File: src/rtl/mem_port_arbiter.sv
// Arbitrates one shared memory port between instruction fetch and data accesses.
// Define ARB_STARVE_GUARD_EN to bound how long a pending fetch can be starved by data traffic.
module mem_port_arbiter #(
  parameter int unsigned WAIT_MAX   = 255,
  parameter int unsigned STARVE_LIM = 4
) (
  input  logic        clk,
  input  logic        rst,

  input  logic        if_req,
  input  logic [31:0] if_addr,
  output logic [31:0] if_rdata,
  output logic        if_ack,

  input  logic        dm_req,
  input  logic        dm_we,
  input  logic [31:0] dm_addr,
  input  logic [31:0] dm_wdata,
  output logic [31:0] dm_rdata,
  output logic        dm_ack,

  output logic        mem_req,
  output logic        mem_we,
  output logic [31:0] mem_addr,
  output logic [31:0] mem_wdata,
  input  logic [31:0] mem_rdata,
  input  logic        mem_ready,

  output logic        pc_write,
  output logic        pipe_stall,
  output logic        timeout
);

  localparam int unsigned WaitW = (WAIT_MAX > 1) ? $clog2(WAIT_MAX) : 1;

  typedef enum logic [1:0] {StIdle, StFetch, StData} state_e;

  state_e            state_q, state_d;
  logic [31:0]       addr_q, addr_d;
  logic [31:0]       wdata_q, wdata_d;
  logic              we_q, we_d;
  logic [31:0]       if_rdata_q, if_rdata_d;
  logic [31:0]       dm_rdata_q, dm_rdata_d;
  logic              if_ack_q, if_ack_d;
  logic              dm_ack_q, dm_ack_d;
  logic              timeout_q, timeout_d;
  logic [WaitW-1:0]  wait_q, wait_d;

  logic              grant_data, grant_fetch, fetch_first;

  // Grant decision; no grant in an ack cycle because the requester still shows the finished
  // request on its lines.
  always_comb begin
    grant_data  = 1'b0;
    grant_fetch = 1'b0;
    if (state_q == StIdle && !if_ack_q && !dm_ack_q) begin
      if (dm_req && !fetch_first) begin
        grant_data = 1'b1;
      end else if (if_req) begin
        grant_fetch = 1'b1;
      end
    end
  end

`ifdef ARB_STARVE_GUARD_EN
  localparam int unsigned StarveW = $clog2(STARVE_LIM + 1);

  logic [StarveW-1:0] starve_q, starve_d;

  always_comb begin
    starve_d = starve_q;
    if (!if_req || grant_fetch) begin
      starve_d = '0;
    end else if (grant_data && starve_q != StarveW'(STARVE_LIM)) begin
      starve_d = starve_q + 1'b1;
    end
  end

  assign fetch_first = if_req && (starve_q >= StarveW'(STARVE_LIM));

  always_ff @(posedge clk or posedge rst) begin
    if (rst) begin
      starve_q <= '0;
    end else begin
      starve_q <= starve_d;
    end
  end
`else
  logic unused_starve_lim;
  assign unused_starve_lim = ^STARVE_LIM;
  assign fetch_first       = 1'b0;
`endif

  always_comb begin
    state_d    = state_q;
    addr_d     = addr_q;
    wdata_d    = wdata_q;
    we_d       = we_q;
    if_rdata_d = if_rdata_q;
    dm_rdata_d = dm_rdata_q;
    if_ack_d   = 1'b0;
    dm_ack_d   = 1'b0;
    timeout_d  = 1'b0;
    wait_d     = wait_q;

    unique case (state_q)
      StIdle: begin
        if (grant_data) begin
          state_d = StData;
          addr_d  = dm_addr;
          we_d    = dm_we;
          wdata_d = dm_wdata;
          wait_d  = '0;
        end else if (grant_fetch) begin
          state_d = StFetch;
          addr_d  = if_addr;
          we_d    = 1'b0;
          wdata_d = '0;
          wait_d  = '0;
        end
      end
      StFetch, StData: begin
        if (mem_ready) begin
          state_d = StIdle;
          if (state_q == StFetch) begin
            if_ack_d   = 1'b1;
            if_rdata_d = mem_rdata;
          end else begin
            dm_ack_d = 1'b1;
            if (!we_q) begin
              dm_rdata_d = mem_rdata;
            end
          end
        end else if (wait_q == WaitW'(WAIT_MAX - 1)) begin
          // Memory never answered: abort with zero data so the requester can move on.
          state_d   = StIdle;
          timeout_d = 1'b1;
          if (state_q == StFetch) begin
            if_ack_d   = 1'b1;
            if_rdata_d = '0;
          end else begin
            dm_ack_d   = 1'b1;
            dm_rdata_d = '0;
          end
        end else begin
          wait_d = wait_q + 1'b1;
        end
      end
      default: state_d = StIdle;
    endcase
  end

  always_ff @(posedge clk or posedge rst) begin
    if (rst) begin
      state_q    <= StIdle;
      addr_q     <= '0;
      wdata_q    <= '0;
      we_q       <= 1'b0;
      if_rdata_q <= '0;
      dm_rdata_q <= '0;
      if_ack_q   <= 1'b0;
      dm_ack_q   <= 1'b0;
      timeout_q  <= 1'b0;
      wait_q     <= '0;
    end else begin
      state_q    <= state_d;
      addr_q     <= addr_d;
      wdata_q    <= wdata_d;
      we_q       <= we_d;
      if_rdata_q <= if_rdata_d;
      dm_rdata_q <= dm_rdata_d;
      if_ack_q   <= if_ack_d;
      dm_ack_q   <= dm_ack_d;
      timeout_q  <= timeout_d;
      wait_q     <= wait_d;
    end
  end

  assign mem_req    = (state_q != StIdle);
  assign mem_we     = (state_q == StData) & we_q;
  assign mem_addr   = addr_q;
  assign mem_wdata  = wdata_q;

  assign if_rdata   = if_rdata_q;
  assign if_ack     = if_ack_q;
  assign dm_rdata   = dm_rdata_q;
  assign dm_ack     = dm_ack_q;
  assign timeout    = timeout_q;

  assign pc_write   = ~(if_req & ~if_ack_q);
  assign pipe_stall = dm_req & ~dm_ack_q;

endmodule

File: config.mk
export PLATFORM = sky130hd
export DESIGN_NAME = mem_port_arbiter
export DESIGN_NICKNAME = d
export VERILOG_FILES = /design/src/rtl/mem_port_arbiter.sv
export SDC_FILE = /design/constraint.sdc
export NUM_CORES = 1
export LEC_CHECK = 0
export CORE_MARGIN = 2
export CORE_UTILIZATION = 38
export CTS_CLUSTER_DIAMETER = 40
export DETAILED_ROUTE_END_ITERATION = 6
export GPL_TIMING_DRIVEN = 0
export PLACE_DENSITY_LB_ADDON = 0.2
export SYNTH_ARGS = -nofsm -noshare
export SYNTH_HDL_FRONTEND = slang
export SYNTH_SLANG_ARGS = --single-unit
File: constraint.sdc
create_clock -name clk -period 4.8 [get_ports clk]
set_clock_uncertainty 0.2 [all_clocks]
set_input_delay 0.96 -clock clk [delete_from_list [all_inputs] [get_ports clk]]
set_output_delay 0.96 -clock clk [all_outputs]
set_load 0.05 [all_outputs]
==> results.py <==
metrics = {
    "run_status": {
        "outcome": "finished, final reports clean",
    },
    "drt": {
        "dr_total_vias": 4973,
        "drc": 0,
        "drtAntennaViolNets": 0,
        "drt_pass1_iterations": 5,
        "vias_per_cell": 5.00,
        "wl_per_cell_um": 17.8,
        "initialDrtViolationCount": 159,
        "drt-total-wl_um": 17700,
    },
    "place": {
        "dpl.cell_count": 964,
        "dp_hpwl_um": 13700,
        "place_congestion": 0.824,
        "io_buffer_count": 267,
    },
    "floorplan": {
        "die_x_um": 130,
        "die_y_um": 130,
        "core-area_um2": 15700,
        "die_area_um2": 16900,
        "rows": 46,
        "initial_utilization_pct": 38.4,
        "boundaryPins": 269,
    },
    "timing": {
        "period_share_pct": 86.6,
        "fin_tns_setup_ns": 0,
        "rsz0062_at_grt": "false",
        "max_freq_mhz": 241,
        "fin_crit_ns": 4.16,
        "hold_viol": 0,
        "setup_viol": 0,
        "relSlewSlack_pct": 55.5,
        "tightest_slew_ns": 0.668,
        "slew_viol_final": 0,
    },
    "synthesis": {
        "postSynthCellCount": 477,
        "ys.flop_type": "dfrtp_1",
        "syn-cell-area_um2": 6030,
        "avgSynthCellArea_um2": 12.6,
        "synth_edf_count": 0,
        "async_flop_share_pct": 100,
        "yosys_warnings": 0,
        "synth-seq-cells": 142,
        "mappedNetlistNets": 616,
        "synth_cell_type_count": 42,
        "yosysSeqAreaShare_pct": 58.9,
        "yosys-top-cells-area": "dfrtp_1 (59%), mux2_4 (7.5%), mux2_2 (6.7%)",
        "yosysTopAreaCell": "dfrtp_1",
        "synth_top_area_share_pct": 58.9,
    },
    "global_routing": {
        "grt_pass1_vias": 5084,
        "grt_busiest_layer": "met2",
        "grt_max_degree": 44,
        "use_met2_pct": 35.9,
        "met1_usage_pct": 25.5,
        "overflow": 0,
        "antenna_found_initial": 0,
        "met3_usage_pct": 7.59,
        "grt_pass1_wl_um": 27300,
        "gr-usage-all-layers_pct": 21.2,
    },
    "cts": {
        "cts_setup_buffers": 0,
        "cts_resized": 0,
        "hold_buffers": 0,
        "numClockSinks": 142,
        "clkLatencyLatePin_ns": 0.41,
        "clk_pin_slew_ns": 0.06,
        "cts_buffers": 17,
        "htreeDepth": 4,
        "cts_buffer_depth": 2,
        "cts_tree": "done",
        "root_buffer": "clkbuf_16",
    },
    "power_and_ir_drop": {
        "power_w": 0.00766,
        "ir_drop_uv": 376,
        "static-leakage-power_nw": 4.28,
        "power_density_nw_per_um2": 791,
    },
    "cells_and_area": {
        "n_antenna_cell": 0,
        "fin_nets": 906,
        "fill_cells": 1256,
        "stdcell_count": 995,
        "drive_above_1_share_pct": 14.9,
        "syn_to_final_growth_pct": 60.6,
    },
    "run": {
        "max_cap_violations": 0,
    },
    "worst_setup_path": {
        "startpoint_type": "input port",
        "critPathCaptureType": "primary output",
        "worstSetupPathType": "in2out",
        "cp.required_ns": 3.64,
        "cp.arrival_ns": 3.00,
        "critPathMaxFanout": 10,
    },
    "worst_hold_path": {
        "hold_path_class": "reg2reg",
    },
}
layout make-up:
cell class | count | area [um^2] | share of cell area (%)
multi-input cells | 292 | 2260 | 23.3
well taps | 216 | 270 | 2.79
repair buffers | 271 | 2750 | 28.4
flip-flops and latches | 142 | 3550 | 36.7
plain buffers | 34 | 189 | 1.95
clock inverters | 10 | 160 | 1.65
inverters | 9 | 37.5 | 0.387
clock buffers | 21 | 470 | 4.86
worst max-delay path, stage by stage:
cell	delay [ns]
clkdlybuf4s50_1	0.48
inv_1	0.20
clkbuf_1	0.54
nor2_1	0.09
clkdlybuf4s50_1	0.72
stage by stage:
step | setup slack [ns] | hold slack (ns) | instance area (um^2) | util [%]
6_report | 0.643 | 0.276 | 9690 | 61.7
5_1_grt | 0.534 | 0.296 | 9690 | 61.7
4_1_cts | 0.657 | 0.283 | 9690 | 61.7
3_5_place_dp | 0.659 | 0.269 | 9060 | 57.7
3_3_place_gp | 0.671 | 0.264 | 8980 | 57.1
2_1_floorplan | 1.76 | 0.279 | 6040 | -
registers in the layout, summed over array words and instances (netlist names):
signal,count
if_rdata,32
we_q,1
dm_rdata,32
mem_addr,32
timeout,1
state_q,2
wait_q,8
mem_wdata,32
if_ack,1
dm_ack,1
placed cells by master, fill, tap and decap left out, types with 2 or more instances in the layout:
cell type,n
a22o_1,33
a31oi_1,2
a41oi_1,2
and2_1,34
buf_1,5
buf_12,7
buf_2,4
bufinv_16,4
clkbuf_1,22
clkbuf_16,17
clkbuf_8,3
clkdlybuf4s50_1,267
clkinv_2,3
clkinvlp_4,2
dfrtp_1,142
ha_1,5
inv_1,8
mux2_2,36
mux2_4,30
nand2_1,39
nand2b_1,2
nand3_1,4
nand4_1,3
nor2_1,6
nor3_1,4
nor4_1,2
o21ai_0,38
o22ai_1,32
or2_2,2
routing by layer:
layer | share of wire [%] | up-vias | wire length (um)
met5 | 0 | - | 0
met4 | 1.4 | 0 | 254
met3 | 8.3 | 20 | 1480
met2 | 50 | 225 | 8830
met1 | 40 | 2428 | 7160
li1 | - | 2300 | -
Yosys cell counts (all sizes together), types with 2 or more instances:
master and number:
nand4 4, a41oi 2, buf 13, nand2b 2, clkbuf 21, mux2 66
and2 34, o22ai 32, nor3 4, ha 5, a31oi 2, o21ai 39
dfrtp 142, a22o 33, or2 2, inv 9, nor2 6, nor4 2
nand2 39, nand3 4
logic make-up (layout without fill, tap and decap cells):
group / after synthesis / count (layout) / share of synthesized area [%]
buffers and inverters: 43 / 345 / 3.69
AOI/OAI and AO/OA: 120 / 120 / 13.5
muxes: 66 / 66 / 14.2
and+or+nand+nor: 101 / 101 / 8.65
adders and majority gates: 5 / 5 / 1.04
DFF: 142 / 142 / 58.9
where the power goes:
group | switching [W] | total, W | leakage (nW) | internal (W)
sequential | 0.000296 | 0.00200 | 1.83 | 0.00170
combinational | 0.00270 | 0.00426 | 2.14 | 0.00156
clock | 0.000493 | 0.00140 | 0.309 | 0.000908
final timing paths:
check / startpoint / to / slack [ns] / cells after the start
worst max register to register: state_q[1]$_DFFE_PP0P_ / if_rdata[8]$_DFFE_PP0P_ / 2.06 / 8
max in group asynchronous: rst / dm_rdata[2]$_DFFE_PP0P_ / 3.14 / 4
worst min-delay path: mem_addr[20]$_DFFE_PP0P_ / mem_addr[20]$_DFFE_PP0P_ / 0.28 / 2
worst max-delay path: dm_req / pipe_stall / 0.64 / 5
worst min register to register: mem_addr[20]$_DFFE_PP0P_ / mem_addr[20]$_DFFE_PP0P_ / 0.28 / 2
min in group asynchronous: rst / if_rdata[21]$_DFFE_PP0P_ / 0.58 / 2
(Power assumes the default switching activity.)
